### src/rtl/fb_pkg.sv
// Shared types and frame geometry for the frame-buffer write arbiter.
package fb_pkg;

   localparam int X_W     = 10;
   localparam int Y_W     = 10;
   localparam int COLOR_W = 3;
   localparam int X_MAX   = 640;
   localparam int Y_MAX   = 480;

   typedef enum logic {
      IDLE  = 1'b0,
      SERVE = 1'b1
   } state_t;

   typedef struct packed {
      logic [X_W-1:0]     x;
      logic [Y_W-1:0]     y;
      logic [COLOR_W-1:0] color;
   } pixel_t;

endpackage

### src/rtl/rr_picker.sv
// Round-robin search: rotate req so last+1 sits at bit 0, take the lowest set
// bit, then rotate the index back.
module rr_picker #(
   parameter int NUM_REQ = 4
) (
   input  logic [NUM_REQ-1:0]         req,
   input  logic [$clog2(NUM_REQ)-1:0] last,
   output logic                       found,
   output logic [$clog2(NUM_REQ)-1:0] next
);

   localparam int IW = $clog2(NUM_REQ);

   logic [NUM_REQ-1:0] w_rot;
   int                 w_off;

   always_comb begin
      w_rot = '0;
      for (int i = 0; i < NUM_REQ; i++) begin
         w_rot[i] = req[IW'((int'(last) + 1 + i) % NUM_REQ)];
      end

      found = 1'b0;
      w_off = 0;
      for (int i = NUM_REQ - 1; i >= 0; i--) begin
         if (w_rot[i]) begin
            found = 1'b1;
            w_off = i;
         end
      end

      next = IW'((int'(last) + 1 + w_off) % NUM_REQ);
   end

endmodule

### src/rtl/fb_write_arbiter.sv
// Round-robin arbiter sharing the frame-buffer pixel write port between drawing
// engines. Define FB_VBLANK_GATE_EN to accept pixels only while blank is high.
//
// state | meaning
// IDLE  | arbitration bubble: pick next owner from last+1, no ack
// SERVE | owner holds the port, pixels accepted up to BURST_MAX
module fb_write_arbiter
   import fb_pkg::*;
#(
   parameter int NUM_REQ   = 4,
   parameter int BURST_MAX = 8
) (
   input  logic                         clk,
   input  logic                         resetn,
   input  logic [NUM_REQ-1:0]           req,
   input  logic [NUM_REQ*X_W-1:0]       req_x,
   input  logic [NUM_REQ*Y_W-1:0]       req_y,
   input  logic [NUM_REQ*COLOR_W-1:0]   req_color,
   input  logic                         blank,
   output logic [NUM_REQ-1:0]           ack,
   output logic                         fb_we,
   output logic [X_W-1:0]               fb_x,
   output logic [Y_W-1:0]               fb_y,
   output logic [COLOR_W-1:0]           fb_color,
   output logic [$clog2(NUM_REQ)-1:0]   owner,
   output logic                         busy,
   output logic [15:0]                  drop_cnt
);

   localparam int IW = $clog2(NUM_REQ);
   localparam int BW = $clog2(BURST_MAX + 1);

   state_t          r_state;
   logic [IW-1:0]   r_owner;
   logic [IW-1:0]   r_last;
   logic [BW-1:0]   r_burst;
   logic            r_fb_we;
   pixel_t          r_fb;
   logic [15:0]     r_drop;

   logic            w_found;
   logic [IW-1:0]   w_next;
   logic            w_gate;
   logic            w_accept;
   logic            w_in_range;
   logic            w_burst_done;
   pixel_t          w_pix;

`ifdef FB_VBLANK_GATE_EN
   assign w_gate = blank;
`else
   logic w_unused_blank;
   assign w_unused_blank = blank;
   assign w_gate         = 1'b1;
`endif

   rr_picker #(.NUM_REQ(NUM_REQ)) u_picker (
      .req   (req),
      .last  (r_last),
      .found (w_found),
      .next  (w_next)
   );

   assign w_pix.x     = req_x[r_owner*X_W +: X_W];
   assign w_pix.y     = req_y[r_owner*Y_W +: Y_W];
   assign w_pix.color = req_color[r_owner*COLOR_W +: COLOR_W];

   assign w_in_range   = (32'(w_pix.x) < X_MAX) && (32'(w_pix.y) < Y_MAX);
   assign w_accept     = (r_state == SERVE) && req[r_owner] && w_gate;
   assign w_burst_done = (r_burst == BW'(BURST_MAX - 1));

   always_comb begin
      ack          = '0;
      ack[r_owner] = w_accept;
   end

   always_ff @(posedge clk or negedge resetn) begin
      if (!resetn) begin
         r_state <= IDLE;
         r_owner <= '0;
         r_last  <= IW'(NUM_REQ - 1);
         r_burst <= '0;
         r_fb_we <= 1'b0;
         r_fb    <= '0;
         r_drop  <= '0;
      end else begin
         r_fb_we <= 1'b0;
         case (r_state)
            IDLE: begin
               if (w_found) begin
                  r_owner <= w_next;
                  r_burst <= '0;
                  r_state <= SERVE;
               end
            end
            SERVE: begin
               if (!req[r_owner]) begin
                  r_state <= IDLE;
                  r_last  <= r_owner;
               end else if (w_accept) begin
                  r_burst <= r_burst + 1'b1;
                  if (w_in_range) begin
                     r_fb_we <= 1'b1;
                     r_fb    <= w_pix;
                  end else if (r_drop != 16'hFFFF) begin
                     r_drop <= r_drop + 16'd1;
                  end
                  // Forced rotation keeps one engine from starving the rest
                  if (w_burst_done) begin
                     r_state <= IDLE;
                     r_last  <= r_owner;
                  end
               end
            end
            default: r_state <= IDLE;
         endcase
      end
   end

   assign fb_we    = r_fb_we;
   assign fb_x     = r_fb.x;
   assign fb_y     = r_fb.y;
   assign fb_color = r_fb.color;
   assign owner    = r_owner;
   assign busy     = (r_state == SERVE);
   assign drop_cnt = r_drop;

endmodule

### config.mk
export PLATFORM = sky130hd
export DESIGN_NAME = fb_write_arbiter
export DESIGN_NICKNAME = d
export VERILOG_FILES = /design/src/rtl/fb_pkg.sv /design/src/rtl/rr_picker.sv /design/src/rtl/fb_write_arbiter.sv
export SDC_FILE = /design/constraint.sdc
export NUM_CORES = 1
export LEC_CHECK = 0
export ABC_AREA = 1
export CAP_MARGIN = 20
export CORE_MARGIN = 5
export CORE_UTILIZATION = 44
export CTS_CLUSTER_SIZE = 20
export DETAILED_ROUTE_END_ITERATION = 8
export PLACE_DENSITY = 0.8
export SLEW_MARGIN = 20
export SYNTH_ARGS = -nofsm -noshare
export SYNTH_HDL_FRONTEND = slang
export SYNTH_SLANG_ARGS = --single-unit
### constraint.sdc
create_clock -name clk -period 2.05 [get_ports clk]
set_input_delay 0.3075 -clock clk [delete_from_list [all_inputs] [get_ports clk]]
set_output_delay 0.3075 -clock clk [all_outputs]
set_load 0.1 [all_outputs]
==> results of run 1 <==
## timing repair
item,in CTS,in global routing
resized for setup,19,30
pin swaps,9,11
cloned,1,5
setup buffers,10,15
endpoints found under the setup margin,29,47
## routing by layer
layer	track usage, %	vias up	routed length (um)
met5	0	-	0
met1	28.47	2077	4955
met2	41.13	235	6690
li1	-	2086	-
met3	4.291	55	1140
met4	6.632	0	532
## cell families after synthesis
logic type                 Yosys count  share of synthesized area (%)
and+or+nand+nor                    368                          46.84
DFF                                 49                          34.10
AOI/OAI and AO/OA                   30                          5.278
xor gates and xnor gates            15                          3.646
adders and majority gates            3                          1.042
buffers and inverters               58                          9.097
## cell usage in the layout, fill, tap and decap left out, types with 5 or more instances in the layout
| master | instances |
|---|---|
| clkdlybuf4s50_1 | 96 |
| o21ai_0 | 7 |
| buf_6 | 5 |
| a22oi_1 | 15 |
| inv_1 | 25 |
| nor2_1 | 21 |
| nor2_4 | 5 |
| nand2_1 | 219 |
| dfrtp_1 | 33 |
| nand2_4 | 6 |
| clkbuf_8 | 6 |
| nand2_2 | 14 |
| buf_12 | 13 |
| nand3_1 | 61 |
| nand4_1 | 24 |
| nand4_4 | 5 |
| dfrtp_2 | 10 |
| xor2_1 | 11 |
| buf_4 | 84 |
## stage by stage
stage	instance area (sq um)	setup TNS [ns]	instances	total power (uW)
after detailed placement	5290	-2.223	777	8197
after global routing	5837	-1.529	816	10640
after CTS	5567	-0.4380	796	9222
final	5837	-0.3660	816	10110
after floorplan	3690	-1.019	523	6476
after global placement	5290	-0.5081	777	8050
## worst max-delay path, stage by stage, from the launching register on
cell        delay [ns]
dfrtp_4           0.52
buf_12            0.16
nand2_8           0.09
inv_12            0.03
nand2_4           0.06
nand2_4           0.06
nor2_4            0.15
nor2_8            0.06
buf_12            0.14
nand2_4           0.06
clkinvlp_4        0.10
buf_12            0.17
## layout make-up
type / count / area [sq um] / area share, %
multi-input cells: 422 / 2273 / 38.95
well taps: 105 / 131.4 / 2.251
flip-flops and latches: 49 / 1256 / 21.52
clock buffers: 6 / 82.58 / 1.415
inverters: 33 / 166.4 / 2.851
repair buffers: 199 / 1913 / 32.78
clock inverters: 2 / 13.76 / 0.2358
## power by group
part | internal, uW | total, uW | leakage (uW) | switching, uW
sequential | 1320 | 1600 | 0.000618 | 286
clock | 274 | 603 | 0.0000512 | 329
combinational | 2600 | 7910 | 0.00217 | 5300
## state kept, by name, indices dropped and copies added (netlist names)
register	flops
busy	1
drop_cnt	16
fb_color	3
fb_we	1
fb_x	10
fb_y	10
owner	2
r_burst	4
r_last	2
## how the worst max path moves through the flow
| stage | to | slack (ns) |
|---|---|---|
| global placement | owner[1] | -0.13 |
| finish | ack[1] | -0.15 |
| CTS | ack[1] | -0.13 |
| detailed placement | owner[1] | -0.25 |
| floorplan | ack[2] | -0.40 |
| global route | ack[0] | -0.20 |
==> flow_summary.ini, run 1 <==
[clock_network]
holdBufCountCts = 0
root_buffer = clkbuf_8
cts_buffers = 5
clk_pin_slew_ns = 0.09
cts_sinks = 49
cts_max_level = 2
clk_latency_ns = 0.31
cts_max_path_buffers = 2
cts_tree = done

[setup_path]
cp-start-kind = flop
cp-end-kind = output port
crit_arrival_ns = 1.89
r2r_end = fb_y[4]
rr_worst_depth = 11
crit_required_ns = 1.74
r2r-start = owner[0]
cp_max_fo = 4
crit_type = flop to output port
reg2reg_slack_ns = 0.01
crit_start = owner[1]

[floorplan]
die_h_um = 100.5
dieArea_sq_mm = 0.01010
ios = 146
core_area_sq_mm = 0.008093
num_rows = 33
die_x_um = 100.5
initial_core_util_pct = 44.53

[drt]
first_iter_violations = 336
finalWirelength_um = 13320
drt_first_pass_iters = 5
vias_per_cell = 5.457
drtAntennaViolNets = 0
drt_drc_violations_left = 0
drt-wirelength-per-cell_um = 16.32
num_vias = 4453

[synth]
ys_top_cells_by_area = dfrtp_1, nand2_1, nand3_1
syn_area_per_cell_sq_um = 6.890
yosys_register_bits = 49
ys.warnings.count = 0
netlist_area_sq_mm = 0.003603
yosysMostFrequentCell = nand2_1
yosysUniqueCellTypes = 36
synth_seq_area_share_pct = 34.10
netlist_top_cells_count = nand2_1, nand3_1, dfrtp_1
synth_edf_count = 0
yosysTopAreaCellShare_pct = 32.64
ys.flop_type = dfrtp_1
syn_nets = 625
synthCells = 523
synth_area_leader_cell = dfrtp_1
async_flop_share_pct = 100.0

[sta]
relSlewSlack_pct = 56.65
hold_violations = 0
min_period_ns = 2.195
fin_ws_ns = -0.1455
setup_violations = 4
skew_ns = 0.01106
whs_ns = 0.02202
rsz0062_at_grt = yes
drv_slew = 0
finalCritPeriodShare_pct = 107.1
tightest_slew_ns = 0.6502
fmax_mhz = 455.5

[placement]
dp_hpwl_um = 8984
globalplace.congestion = 0.9163
portBuffers = 144
pre_cts_ws_ns = -0.2520

[cells_and_area]
layout-drive-gt1-share_pct = 25.46
postLayoutCoreUtil_pct = 72.12
n_antenna_cell = 0
n_fill_cell = 637
nets = 812
area_growth_pct = 61.98

[global_route]
antenna_found_initial = 0
grt_pass1_wl_um = 19150
grt_use_total_pct = 23.12
grt_overflow = 0
grt_max_degree = 31
grt_pass1_vias = 4170

[power]
power.leakage_uw = 0.002835
peakVddDrop_uv = 1138
power.density_mw_per_mm2 = 1733

[run]
maxCapViolations = 0

[min_path]
hp-class = primary input to async pin

[run_status]
status = finished with violations
violations = setup timing
(Power assumes the default switching activity.)
==> run 2, diff against run 1 <==
--- a/config.mk
+++ b/config.mk
@@ -11,7 +11,7 @@
 export CORE_UTILIZATION = 44
 export CTS_CLUSTER_SIZE = 20
 export DETAILED_ROUTE_END_ITERATION = 8
-export PLACE_DENSITY = 0.8
+export PLACE_DENSITY = 0.83
 export SLEW_MARGIN = 20
 export SYNTH_ARGS = -nofsm -noshare
 export SYNTH_HDL_FRONTEND = slang
==> flow_summary.ini, run 2 (synthesis gave the netlist of run 1 again) <==
[run]
maxCapViolations = 0

[placement]
dp_hpwl_um = 8858
globalplace.congestion = 0.9131
portBuffers = 144
placed_area_sq_mm = 0.005200
dpl.cell_count = 765

[cells_and_area]
final_cell_mix = nand2_1, clkdlybuf4s50_1, buf_4
multi_input_area_sq_mm = 0.002399
postLayoutCellArea_sq_mm = 0.006018
n_antenna_cell = 0
nets = 803
final_common_cell = nand2_1
register_area_sq_mm = 0.001256
n_fill_cell = 557
largest_reg_flops = 16
layout.cells.non_filler = 807
area_growth_pct = 67.01
layout-drive-gt1-share_pct = 29.91

[power]
power.leakage_uw = 0.002857
peakVddDrop_uv = 1157
power.density_mw_per_mm2 = 1771

[drt]
highest_layer = met4
drtAntennaViolNets = 0
drt_drc_violations_left = 0
vias_per_cell = 5.626
drt_first_pass_iters = 5
finalWirelength_um = 14130
first_iter_violations = 413
num_vias = 4540
wl_met3_um = 1194
dr_wl_met2_um = 7212
m1WireLength_um = 5286
drt-wirelength-per-cell_um = 17.51

[setup_path]
cp_max_fo = 6
slowest_stage = dfrtp_4
crit_required_ns = 2.25
cp-start-kind = flop
slowest_delay_ns = 0.54
crit_type = flop to flop
crit_arrival_ns = 2.55
cp-end-kind = flop
path_cells = buf_12, buf_4, buf_6, buf_6, nand3_1, nand2_2, nor2_4, nand2_2, nand2_4, buf_12, nand4_4, nand2_1, nand2_1

[clock_network]
cts_max_level = 2
clk_pin_slew_ns = 0.11
cts_tree = done
cts_max_path_buffers = 2
cts_buffers = 5
clk_latency_ns = 0.32
holdBufCountCts = 0
root_buffer = clkbuf_8
cts_sinks = 49

[global_route]
grt_pass1_wl_um = 19800
grt_use_total_pct = 24.22
antenna_found_initial = 0
grt_pass1_vias = 4177
grt_overflow = 0
grt_max_degree = 26

[sta]
drv_slew = 0
finalCritPeriodShare_pct = 114.9
fin_ws_ns = -0.3047
whs_ns = -0.01435
relSlewSlack_pct = 58.81
skew_ns = 0.01017
fin_tns_setup_ns = -8.744
tightest_slew_ns = 0.6179
fmax_mhz = 424.7
rsz0062_at_grt = yes
hold_violations = 8
setup_violations = 44
min_period_ns = 2.355

[min_path]
hp-class = primary input to async pin

[floorplan]
die_x_um = 100.5
ios = 146
core_area_sq_mm = 0.008093
initial_core_util_pct = 44.53
num_rows = 33
die_h_um = 100.5
dieArea_sq_mm = 0.01010

[run_status]
violations = hold timing, setup timing
status = finished with violations
-- run 2: layer usage --
layer | vias up | global-route usage, %
li1 | 2071 | -
met4 | 0 | 6.010
met1 | 2165 | 30.88
met2 | 267 | 42.35
met3 | 37 | 4.498
met5 | - | 0
-- run 2: cell type report --
class	instances	area share (%)
repair buffers	192	33.06
flip-flops and latches	49	20.87
inverters	33	2.536
multi-input cells	420	39.85
well taps	105	2.183
clock buffers	5	1.143
clock inverters	3	0.3534
-- run 2: worst max-delay path: cells and delay by family (launching register included) --
| kind | cells | cell delay [ns] |
|---|---|---|
| simple gates | 8 | 0.98 |
| flops | 1 | 0.54 |
| buf+inv | 5 | 0.69 |
-- run 2: power breakdown --
| part | switching, uW | internal (uW) |
|---|---|---|
| combinational | 5500 | 2920 |
| sequential | 305 | 1320 |
| clock | 375 | 243 |
| total | 6180 | 4480 |
-- run 2: final timing paths --
kind                       slack (ns)     endpoint      from  cells past startpoint
hold / removal                  -0.01     owner[0]    resetn                      1
setup reg to reg                -0.30      fb_x[0]  owner[0]                     13
hold reg to reg                  0.49      fb_y[4]   fb_y[4]                      2
setup / recovery                -0.30      fb_x[0]  owner[0]                     13
min in group clk                 0.49      fb_y[4]   fb_y[4]                      2
max in group asynchronous        1.50  drop_cnt[1]    resetn                      2
-- run 2: per-stage QoR --
stage / hold slack, ns / setup slack, ns / utilization [%] / total power (uW)
global placement: 0.3409 / -0.1267 / 64.25 / 7883
finish: -0.01435 / -0.3047 / 74.37 / 10660
CTS: 0.005349 / -0.1696 / 69.77 / 9484
global route: 0.03287 / -0.3197 / 74.37 / 11130
detailed placement: 0.3468 / -0.2270 / 64.25 / 8022
floorplan: 0.01191 / -0.4034 / - / 6476
-- run 2: what timing repair did --
action                     CTS  global route
hold endpoints to repair     0             0
pin swaps                   12            30
buffers inserted            18             7
gates resized for setup     25            61
gates cloned                 5             5
setup endpoints to repair   29            46
==> run 3, diff against run 2 <==
--- a/config.mk
+++ b/config.mk
@@ -5,13 +5,12 @@
 export SDC_FILE = /design/constraint.sdc
 export NUM_CORES = 1
 export LEC_CHECK = 0
-export ABC_AREA = 1
 export CAP_MARGIN = 20
-export CORE_MARGIN = 5
-export CORE_UTILIZATION = 44
+export CORE_MARGIN = 3
+export CORE_UTILIZATION = 41
 export CTS_CLUSTER_SIZE = 20
 export DETAILED_ROUTE_END_ITERATION = 8
-export PLACE_DENSITY = 0.83
+export PLACE_DENSITY = 0.84
 export SLEW_MARGIN = 20
 export SYNTH_ARGS = -nofsm -noshare
 export SYNTH_HDL_FRONTEND = slang
==> flow_summary.ini, run 3 <==
[run_status]
status = finished with violations
violations = setup timing

[sta]
fin_ws_ns = -0.3306
finalCritPeriodShare_pct = 116.1
fmax_mhz = 420.1
drv_slew = 0
min_period_ns = 2.381
setup_violations = 42
relSlewSlack_pct = 55.68
tightest_slew_ns = 0.6649
skew_ns = 0.01498
rsz0062_at_grt = yes
hold_violations = 0

[clock_network]
cts_max_path_buffers = 2
clk_pin_slew_ns = 0.09
cts_sinks = 49
cts_buffers = 5
root_buffer = clkbuf_8
cts_tree = done
holdBufCountCts = 0
clk_latency_ns = 0.30
cts_max_level = 2

[synth]
netlist_area_sq_mm = 0.002902
synth_edf_count = 0
syn_nets = 341
yosysTopAreaCellShare_pct = 40.53
syn_area_per_cell_sq_um = 12.14
synth_seq_area_share_pct = 42.35
synthCells = 239
ys_top_cells_by_area = dfrtp_1, mux4_2, mux2_1
yosysMostFrequentCell = dfrtp_1
async_flop_share_pct = 100.0
synth_area_leader_cell = dfrtp_1
ys.flop_type = dfrtp_1
yosys_register_bits = 49
netlist_top_cells_count = dfrtp_1, nand2_1, mux4_2
yosysUniqueCellTypes = 43
ys.warnings.count = 0

[drt]
drtAntennaViolNets = 0
drt-wirelength-per-cell_um = 16.93
first_iter_violations = 64
vias_per_cell = 5.207
drt_first_pass_iters = 4
num_vias = 2697
finalWirelength_um = 8771
drt_drc_violations_left = 0

[cells_and_area]
nets = 523
multi_input_area_sq_mm = 0.001818
n_antenna_cell = 0
register_area_sq_mm = 0.001249
postLayoutCellArea_sq_mm = 0.005132
largest_reg_flops = 16
n_fill_cell = 462
layout-drive-gt1-share_pct = 42.89
final_common_cell = clkdlybuf4s50_1
final_cell_mix = clkdlybuf4s50_1, buf_4, dfrtp_1
area_growth_pct = 76.89
postLayoutCoreUtil_pct = 75.13
layout.cells.non_filler = 518

[setup_path]
cp-end-kind = flop
crit_required_ns = 2.22
cp.depth = 6
r2r-start = owner[0]
slowest_delay_ns = 0.53
crit_arrival_ns = 2.55
cp-start-kind = flop
cp_max_fo = 13
critical_path.top_delay_family = multiplexers
slowest_stage = mux4_2
crit_start = owner[0]
crit_buf_inv = 1
crit_type = flop to flop
path_cells = mux4_2, o21a_1, or2_1, nor3b_4, buf_6, mux2_2
rr_worst_depth = 6

[power]
peakVddDrop_uv = 935.8
power.leakage_uw = 0.002185
fin_total_pwr_uw = 8988
power.density_mw_per_mm2 = 1751

[placement]
dp_hpwl_um = 6685
dpl.cell_count = 497
globalplace.congestion = 0.8612
placed_area_sq_mm = 0.004669
portBuffers = 144
pre_cts_ws_ns = -0.5342

[min_path]
hp-class = primary input to async pin

[global_route]
grt_max_degree = 31
grt_pass1_wl_um = 14030
antenna_found_initial = 0
grt_use_total_pct = 21.13
grt_overflow = 0
grt_pass1_vias = 2932

[floorplan]
core_area_sq_mm = 0.006832
dieArea_sq_mm = 0.008123
die_h_um = 90.13
initial_core_util_pct = 42.47
ios = 146
num_rows = 30
die_x_um = 90.13

[run]
maxCapViolations = 0
## run 3: cell count changes after synthesis, sizes merged, moves of 4 or more
| cell | delta |
|---|---|
| nand2 | -214 |
| nand3 | -57 |
| inv | -30 |
| mux2 | +27 |
| mux4 | +23 |
| nand4 | -21 |
| a22oi | -15 |
| buf | -14 |
| nor2 | -14 |
| o21ai | -11 |
| nor4 | +6 |
| xor2 | +4 |
## run 3: through the flow
| step | hold slack [ns] | setup TNS (ns) |
|---|---|---|
| 3_3_place_gp | 0.3648 | -15.57 |
| 6_report | 0.03495 | -11.06 |
| 4_1_cts | 0.05336 | -11.42 |
| 3_5_place_dp | 0.3763 | -17.72 |
| 5_1_grt | 0.07207 | -13.79 |
| 2_1_floorplan | 0.01191 | -20.63 |
## run 3: power breakdown
group	internal [uW]	leakage, uW	switching, uW
registers	1400	0.000587	387
logic	2500	0.00155	4110
clock network	274	0.0000512	316
## run 3: repair_timing
action / in CTS / in global routing
hold endpoints to repair: 0 / 0
endpoints found under the setup margin: 42 / 44
gates cloned: 1 / 0
resized for setup: 28 / 26
pin swaps: 1 / 14
buffers inserted: 9 / 3
## run 3: worst paths after layout
path                            slack [ns]     endpoint
worst min register to register        0.49  drop_cnt[7]
worst max-delay path                 -0.33  fb_color[2]
min in group clk                      0.49  drop_cnt[7]
worst min-delay path                  0.03  drop_cnt[5]
max in group asynchronous             1.39      fb_y[6]
worst max register to register       -0.33  fb_color[2]
## run 3: worst register-to-register path, stage by stage, from the launching register on
cell and delay, ns:
dfrtp_4 0.48, mux4_2 0.53, o21a_1 0.21, or2_1 0.24, nor3b_4 0.24, buf_6 0.21, mux2_2 0.34
## run 3: logic make-up (layout without fill, tap and decap cells)
kind of cell	after synthesis	after routing	share of synthesized area, %
AND/OR/NAND/NOR	85	85	15.05
XOR/XNOR	18	18	5.434
flip-flops	49	49	42.35
buffers and inverters	16	199	2.889
adder cells (fa/ha/maj)	3	3	1.294
multiplexers	52	52	29.02
AO/OA/AOI/OAI	16	16	3.968
## run 3: layout make-up
| class | count | share of cell area [%] |
|---|---|---|
| clock buffer | 6 | 1.609 |
| clock inverter | 2 | 0.2682 |
| inverter | 2 | 0.1463 |
| multi-input combinational | 174 | 35.42 |
| sequential | 49 | 24.33 |
| tap | 96 | 2.340 |
| timing repair buffer | 189 | 35.89 |
## run 3: layer usage
layer | GRT usage, % | vias to the layer above | part of all wire [%]
met4 | 4.337 | 0 | 1.6
li1 | - | 1249 | -
met1 | 24.71 | 1316 | 38
met5 | 0 | - | 0
met3 | 4.686 | 18 | 6.0
met2 | 39.51 | 114 | 54
